`src/rtl/alu_acc_seq.sv`:
```
// alu_acc_seq: accumulator ALU with valid/ready handshakes on both sides.
// Sixteen opcodes at WIDTH bits. DIV is a restoring divider that produces
// one quotient bit per cycle. All other ops, and DIV by zero, complete in
// one cycle. Every completed op writes its result to both acc and res.
//
// Ports
//   clk        rising-edge clock
//   rst_n      asynchronous active-low reset
//   in_valid   opcode/A/B valid          in_ready   high only while IDLE
//   opcode     operation select          A, B       unsigned operands
//   acc_clr    accumulator clear, honoured only in IDLE
//   out_valid  res/flags valid; held until out_ready
//   out_ready  consumer takes the result
//   res        result (copy of the new acc)
//   carry      carry/borrow/overflow     zero       res == 0
//   err        divide by zero
module alu_acc_seq #(
   parameter int unsigned WIDTH   = 8,
   parameter bit          ACC_SAT = 1'b0
) (
   input  logic             clk,
   input  logic             rst_n,
   input  logic             in_valid,
   output logic             in_ready,
   input  logic [3:0]       opcode,
   input  logic [WIDTH-1:0] A,
   input  logic [WIDTH-1:0] B,
   input  logic             acc_clr,
   output logic             out_valid,
   input  logic             out_ready,
   output logic [WIDTH-1:0] res,
   output logic             carry,
   output logic             zero,
   output logic             err
);

   localparam int unsigned SHW = $clog2(WIDTH);

   localparam logic [3:0] OP_ADD  = 4'd0;
   localparam logic [3:0] OP_SUB  = 4'd1;
   localparam logic [3:0] OP_MUL  = 4'd2;
   localparam logic [3:0] OP_DIV  = 4'd3;
   localparam logic [3:0] OP_ADDA = 4'd4;
   localparam logic [3:0] OP_MULA = 4'd5;
   localparam logic [3:0] OP_MAC  = 4'd6;
   localparam logic [3:0] OP_ROL  = 4'd7;
   localparam logic [3:0] OP_ROR  = 4'd8;
   localparam logic [3:0] OP_AND  = 4'd9;
   localparam logic [3:0] OP_OR   = 4'd10;
   localparam logic [3:0] OP_XOR  = 4'd11;
   localparam logic [3:0] OP_NAND = 4'd12;
   localparam logic [3:0] OP_ETH  = 4'd13;
   localparam logic [3:0] OP_GTH  = 4'd14;
   localparam logic [3:0] OP_LTH  = 4'd15;

   typedef enum logic [1:0] {S_IDLE, S_DIV, S_HOLD} state_t;

   state_t           state_q, state_d;
   logic [WIDTH-1:0] acc_q, res_q;
   logic             carry_q, zero_q, err_q;
   logic [WIDTH-1:0] rem_q, quo_q, dvs_q;
   logic [SHW-1:0]   cnt_q;

   logic             accept;
   logic             div_start;
   logic             div_last;

   // ---------------- FSM: state register ----------------
   always_ff @(posedge clk or negedge rst_n) begin
      if (!rst_n) state_q <= S_IDLE;
      else        state_q <= state_d;
   end

   assign accept    = in_valid && (state_q == S_IDLE);
   assign div_start = (opcode == OP_DIV) && (B != '0);
   assign div_last  = (cnt_q == SHW'(WIDTH - 1));

   // ---------------- FSM: next state ----------------
   always_comb begin
      state_d = state_q;
      unique case (state_q)
         S_IDLE: if (accept)    state_d = div_start ? S_DIV : S_HOLD;
         S_DIV:  if (div_last)  state_d = S_HOLD;
         S_HOLD: if (out_ready) state_d = S_IDLE;
         default:               state_d = S_IDLE;
      endcase
   end

   // ---------------- FSM: outputs ----------------
   always_comb begin
      in_ready  = (state_q == S_IDLE);
      out_valid = (state_q == S_HOLD);
   end

   assign res   = res_q;
   assign carry = carry_q;
   assign zero  = zero_q;
   assign err   = err_q;

   // ---------------- single-cycle ALU ----------------
   logic [WIDTH-1:0]   acc_op;
   logic [WIDTH:0]     sum_ab, sum_acc;
   logic [2*WIDTH-1:0] mul_ab, mul_acc;
   logic [2*WIDTH:0]   mac_sum;
   logic [SHW-1:0]     sh, idx_l, idx_r;
   logic [WIDTH-1:0]   rol_v, ror_v;
   logic [WIDTH-1:0]   alu_res;
   logic               alu_c, alu_e;

   always_comb begin
      // acc_clr coinciding with an accept makes the op see a zero accumulator
      acc_op  = acc_clr ? '0 : acc_q;
      sum_ab  = {1'b0, A} + {1'b0, B};
      sum_acc = {1'b0, acc_op} + {1'b0, A};
      mul_ab  = {{WIDTH{1'b0}}, A} * {{WIDTH{1'b0}}, B};
      mul_acc = {{WIDTH{1'b0}}, acc_op} * {{WIDTH{1'b0}}, A};
      mac_sum = {1'b0, {WIDTH{1'b0}}, acc_op} + {1'b0, mul_ab};
      sh      = B[SHW-1:0];
      idx_l   = '0;
      idx_r   = '0;
      rol_v   = '0;
      ror_v   = '0;
      // Rotations index A modulo WIDTH; the SHW-bit index wraps naturally.
      for (int unsigned i = 0; i < WIDTH; i++) begin
         idx_l    = SHW'(i) - sh;
         idx_r    = SHW'(i) + sh;
         rol_v[i] = A[idx_l];
         ror_v[i] = A[idx_r];
      end

      alu_res = '0;
      alu_c   = 1'b0;
      alu_e   = 1'b0;
      unique case (opcode)
         OP_ADD:  begin alu_res = sum_ab[WIDTH-1:0];  alu_c = sum_ab[WIDTH]; end
         OP_SUB:  begin alu_res = A - B;              alu_c = (A < B); end
         OP_MUL:  begin alu_res = mul_ab[WIDTH-1:0];  alu_c = |mul_ab[2*WIDTH-1:WIDTH]; end
         // Only the divide-by-zero case completes through this path.
         OP_DIV:  begin alu_res = '1;                 alu_e = 1'b1; end
         OP_ADDA: begin alu_res = sum_acc[WIDTH-1:0]; alu_c = sum_acc[WIDTH]; end
         OP_MULA: begin alu_res = mul_acc[WIDTH-1:0]; alu_c = |mul_acc[2*WIDTH-1:WIDTH]; end
         OP_MAC:  begin alu_res = mac_sum[WIDTH-1:0]; alu_c = |mac_sum[2*WIDTH:WIDTH]; end
         OP_ROL:  alu_res = rol_v;
         OP_ROR:  alu_res = ror_v;
         OP_AND:  alu_res = A & B;
         OP_OR:   alu_res = A | B;
         OP_XOR:  alu_res = A ^ B;
         OP_NAND: alu_res = ~(A & B);
         OP_ETH:  alu_res = {{(WIDTH-1){1'b0}}, (A == B)};
         OP_GTH:  alu_res = {{(WIDTH-1){1'b0}}, (A > B)};
         OP_LTH:  alu_res = {{(WIDTH-1){1'b0}}, (A < B)};
         default: alu_res = '0;
      endcase
      if (ACC_SAT && alu_c && ((opcode == OP_ADDA) || (opcode == OP_MAC)))
         alu_res = '1;
   end

   // ---------------- restoring divider step ----------------
   logic [WIDTH:0]   rem_sh, trial;
   logic [WIDTH-1:0] rem_d, quo_d;

   always_comb begin
      rem_sh = {rem_q, quo_q[WIDTH-1]};
      trial  = rem_sh - {1'b0, dvs_q};
      // rem_q < dvs_q always holds, so trial[WIDTH] is a clean sign bit
      if (!trial[WIDTH]) begin
         rem_d = trial[WIDTH-1:0];
         quo_d = {quo_q[WIDTH-2:0], 1'b1};
      end else begin
         rem_d = rem_sh[WIDTH-1:0];
         quo_d = {quo_q[WIDTH-2:0], 1'b0};
      end
   end

   // ---------------- datapath registers ----------------
   always_ff @(posedge clk or negedge rst_n) begin
      if (!rst_n) begin
         acc_q   <= '0;
         res_q   <= '0;
         carry_q <= 1'b0;
         zero_q  <= 1'b0;
         err_q   <= 1'b0;
         rem_q   <= '0;
         quo_q   <= '0;
         dvs_q   <= '0;
         cnt_q   <= '0;
      end else begin
         unique case (state_q)
            S_IDLE: begin
               if (accept) begin
                  if (div_start) begin
                     rem_q <= '0;
                     quo_q <= A;
                     dvs_q <= B;
                     cnt_q <= '0;
                  end else begin
                     acc_q   <= alu_res;
                     res_q   <= alu_res;
                     carry_q <= alu_c;
                     zero_q  <= (alu_res == '0);
                     err_q   <= alu_e;
                  end
               end else if (acc_clr) begin
                  acc_q <= '0;
               end
            end
            S_DIV: begin
               rem_q <= rem_d;
               quo_q <= quo_d;
               cnt_q <= cnt_q + 1'b1;
               if (div_last) begin
                  acc_q   <= quo_d;
                  res_q   <= quo_d;
                  carry_q <= 1'b0;
                  zero_q  <= (quo_d == '0);
                  err_q   <= 1'b0;
               end
            end
            default: ;
         endcase
      end
   end

endmodule

```
`config.mk`:
```
export PLATFORM = sky130hd
export DESIGN_NAME = alu_acc_seq
export DESIGN_NICKNAME = d
export VERILOG_FILES = /design/src/rtl/alu_acc_seq.sv
export SDC_FILE = /design/constraint.sdc
export NUM_CORES = 1
export LEC_CHECK = 0
export ABC_AREA = 1
export BUFFER_PORTS_ARGS = -buffer_cell sky130_fd_sc_hd__buf_2
export CAP_MARGIN = 40
export CORE_AREA = 3 3 144 146
export DETAILED_ROUTE_END_ITERATION = 7
export DIE_AREA = 0 0 147 149
export PLACE_DENSITY = 0.76
export SYNTH_ARGS = -nofsm -noshare
export SYNTH_HDL_FRONTEND = slang
export SYNTH_SLANG_ARGS = --single-unit
```
`constraint.sdc`:
```
create_clock -name clk -period 7.5 [get_ports clk]
set_input_delay 2.25 -clock clk [delete_from_list [all_inputs] [get_ports clk]]
set_output_delay 2.25 -clock clk [all_outputs]
set_load 0.02 [all_outputs]
```
==> flow_summary.ini <==
[finish]
post_layout_net_count = 1778
layout.filler_cells = 1994
final_common_cell = sky130_fd_sc_hd__nand2_1
fin_util = 0.542
drive_above_1_share = 0.0599
diodes = 0
regArea_sq_um = 1200
area_growth_pct = 7.17
layout.cells.most_common_list = 399 x sky130_fd_sc_hd__nand2_1, 294 x sky130_fd_sc_hd__inv_1, 159 x sky130_fd_sc_hd__nor2_1
multi_input_gate_area_sq_um = 7390

[clock_network]
cts-htree-levels = 2
ctsResizeCount = 0
cts.path.max_buffers = 2
clock_tree_root_driver_cell = sky130_fd_sc_hd__clkbuf_16
clock_insertion_delay_worst_skew_ns = 0.28
postCtsHoldBufs = 0
inserted_clock_buffers = 5
post-cts-setup-buffers = 0
clock-sinks = 48
tritoncts = yes
path_clk_slew_ns = 0.06

[die]
initial_utilization = 0.506
fp.dieArea_sq_um = 21900
floorplan.rows = 51
fp.dieW_microns = 147
top_level_ports = 38
die_h_microns = 149
core_sq_um = 19500

[worst_setup_path]
worst-endpoint-arrival_ns = 7.18
crit_required_ns = 7.66
r2r_slack_ns = 2.53
timing.setup.critical_path_class = input pin to flop
critical_path.max_fanout = 12
timing.critical_path.from_type = input pin
endpoint_kind = flop

[global_routing]
grt_pass1_vias = 9683
grt.met1_usage = 0.404
grt.met2_usage = 0.477
gr-total-overflow = 0
global_route.peak_usage_layer = met2
global_route.usage.total = 0.291
grt_util_met3 = 0.0395
grt_start_max_net_pins = 26
initial_antenna_violation_count = 0
grt_pass1_wl_mm = 51.3

[yosys]
syn_avg_cell_area_sq_um = 6.52
seq_area_frac_synth = 0.122
synthArstFlopShare = 1.00
synth.distinct_cells = 45
ys_ff_latch = 48
netlist_area_sq_um = 9870
postSynth.topFlopCell = sky130_fd_sc_hd__dfrtp_1
synth_enable_flop_cells = 0
synth_warnings = 0
syn-num-nets = 1741
post_synth_inst_count = 1515

[flow_run]
max_cap_viol_count = 0

[power]
combinationalPowerShare = 0.777
cellInternalPower_w = 0.00135
share_clk_of_total_power = 0.075
power.density_nw_per_um2 = 282
sequentialPowerShare = 0.148
switching_part_of_the_total_power = 0.547
p_sw_w = 0.00163
static_power_due_to_leakage_nw = 6.15
worst_ir_drop_vdd_mv = 0.149

[timing]
fin_crit_sh = 0.935
report.final.slew_viol_count = 0
min_period_ns = 7.01
report.final.hold_viol_count = 0
slew-limit-headroom = 0.512
maximum_clock_skew_at_final_layout_ns = 0.00245
timing.final.setup_violations = 0
achievable-frequency_mhz = 143
final.hold.worst_slack_ns = 0.475
fin_setup_tns_ns = 0
setup_ws_ns = 0.488
max_slew.worst_pin.slew_ns = 0.729
setup_repair_after_global_routing_missed_its_margin = false

[placed_design]
post-place-ws_ns = 0.234
detailed_place_hpwl_mm = 26.3
io_buffer_count = 37
routabilityCongestion = 1.03

[run_status]
run_status = complete, no violations

[drt]
antenna_left = 0
routed_wirelength_mm = 31.6
post_drt_via_cell_ratio = 5.55
via_count = 10100
avgRoutedWirePerCell_microns = 17.4
drtIter0Drc = 905
post-route-drc-count = 0
drt_pre_antenna_iters = 6

[hold_path]
hold_path.class = flop to flop
==> layer usage <==
metal	wire (microns)	vias to the layer above
met1	13300	4681
met2	14300	494
li1	-	4839
met3	2940	68
met5	0	-
met4	1040	0
==> through the flow <==
step | power (W) | instance area [sq um] | cells
final | 0.00298 | 10600 | 1818
after global routing | 0.00336 | 10600 | 1818
after detailed placement | 0.00273 | 10400 | 1810
after global placement | 0.00266 | 10400 | 1809
after floorplan | 0.00220 | 9870 | 1515
after CTS | 0.00297 | 10600 | 1818
==> cell type report <==
| class | count | share of cell area |
|---|---|---|
| Multi-Input combinational cell | 1132 | 0.698 |
| Sequential cell | 48 | 0.114 |
| Inverter | 307 | 0.109 |
| Timing Repair Buffer | 58 | 0.0336 |
| Tap cell | 265 | 0.0313 |
| Clock buffer | 7 | 0.0135 |
| Clock inverter | 1 | 0.000710 |
==> power by group through the flow <==
stage | combinational (W) | sequential, W | clock [W]
after floorplan | 0.00174 | 0.000453 | 0
after global placement | 0.00222 | 0.000437 | 0
after detailed placement | 0.00229 | 0.000441 | 0
after CTS | 0.00231 | 0.000438 | 0.000226
after global routing | 0.00267 | 0.000451 | 0.000237
final | 0.00232 | 0.000440 | 0.000224
==> Yosys cell counts (all sizes together) (2+ instances only) <==
cell type,number,area share
nand2,406,0.16
a21oi,60,0.030
o22ai,2,0.0013
or2,7,0.0044
nor2,165,0.066
o21a,2,0.0015
o21ai,53,0.027
nand4,26,0.016
clkinv,5,0.0019
o31ai,2,0.0015
clkbuf,15,0.0057
xor2,16,0.014
buf,13,0.0074
a22oi,2,0.0015
nand3,115,0.058
nand3b,5,0.0038
o21bai,5,0.0038
inv,302,0.12
dfrtp,48,0.12
o311ai,2,0.0018
a22o,2,0.0018
a31oi,8,0.0051
o221ai,6,0.0053
ha,124,0.16
nor3,15,0.0076
fa,77,0.16
a21boi,2,0.0015
o211ai,15,0.011
xnor2,9,0.0095
==> sequential cells by signal (all words and copies together) (netlist names) <==
register and flops:
acc_q 8, carry 1, cnt_q 3, dvs_q 8, err 1, quo_q 8, rem_q 8, res 8
state_q 2, zero 1
==> path summary, 6_finish.rpt <==
| check | cells past startpoint | from | to |
|---|---|---|---|
| min | 1 | cnt_q[0]$_DFFE_PN0P_ | cnt_q[0]$_DFFE_PN0P_ |
| max | 24 | A[2] | acc_q[7]$_DFFE_PN0P_ |
| min reg2reg | 1 | cnt_q[0]$_DFFE_PN0P_ | cnt_q[0]$_DFFE_PN0P_ |
| max in group asynchronous | 2 | rst_n | dvs_q[1]$_DFFE_PN0P_ |
| max reg2reg | 24 | acc_q[0]$_DFFE_PN0P_ | carry$_DFFE_PN0P_ |
| min in group asynchronous | 1 | rst_n | state_q[1]$_DFFE_PN0P_ |
==> worst max-delay path, cell delays in order <==
cell and delay, ns:
sky130_fd_sc_hd__buf_2 0.24, sky130_fd_sc_hd__ha_1 0.27, sky130_fd_sc_hd__inv_1 0.11, sky130_fd_sc_hd__fa_1 0.42, sky130_fd_sc_hd__inv_1 0.09, sky130_fd_sc_hd__fa_1 0.42
sky130_fd_sc_hd__ha_1 0.29, sky130_fd_sc_hd__inv_1 0.05, sky130_fd_sc_hd__fa_1 0.52, sky130_fd_sc_hd__inv_1 0.04, sky130_fd_sc_hd__ha_1 0.38, sky130_fd_sc_hd__nand2_1 0.10
sky130_fd_sc_hd__nand3_1 0.12, sky130_fd_sc_hd__xor2_1 0.22, sky130_fd_sc_hd__ha_1 0.31, sky130_fd_sc_hd__a21oi_1 0.14, sky130_fd_sc_hd__a21boi_0 0.26, sky130_fd_sc_hd__nand3b_1 0.11
sky130_fd_sc_hd__nand3_1 0.09, sky130_fd_sc_hd__nand2_1 0.05, sky130_fd_sc_hd__nor2_1 0.26, sky130_fd_sc_hd__nand4_1 0.17, sky130_fd_sc_hd__o21ai_0 0.19, sky130_fd_sc_hd__a21oi_1 0.08
==> kinds of logic after synthesis <==
| group | synth area share |
|---|---|
| DFF | 0.122 |
| buffers and inverters | 0.130 |
| xor gates and xnor gates | 0.0237 |
| adders and majority gates | 0.313 |
| and+or+nand+nor | 0.314 |
| AOI/OAI and AO/OA | 0.0971 |
No activity file was read; power rests on OpenSTA's default activity.
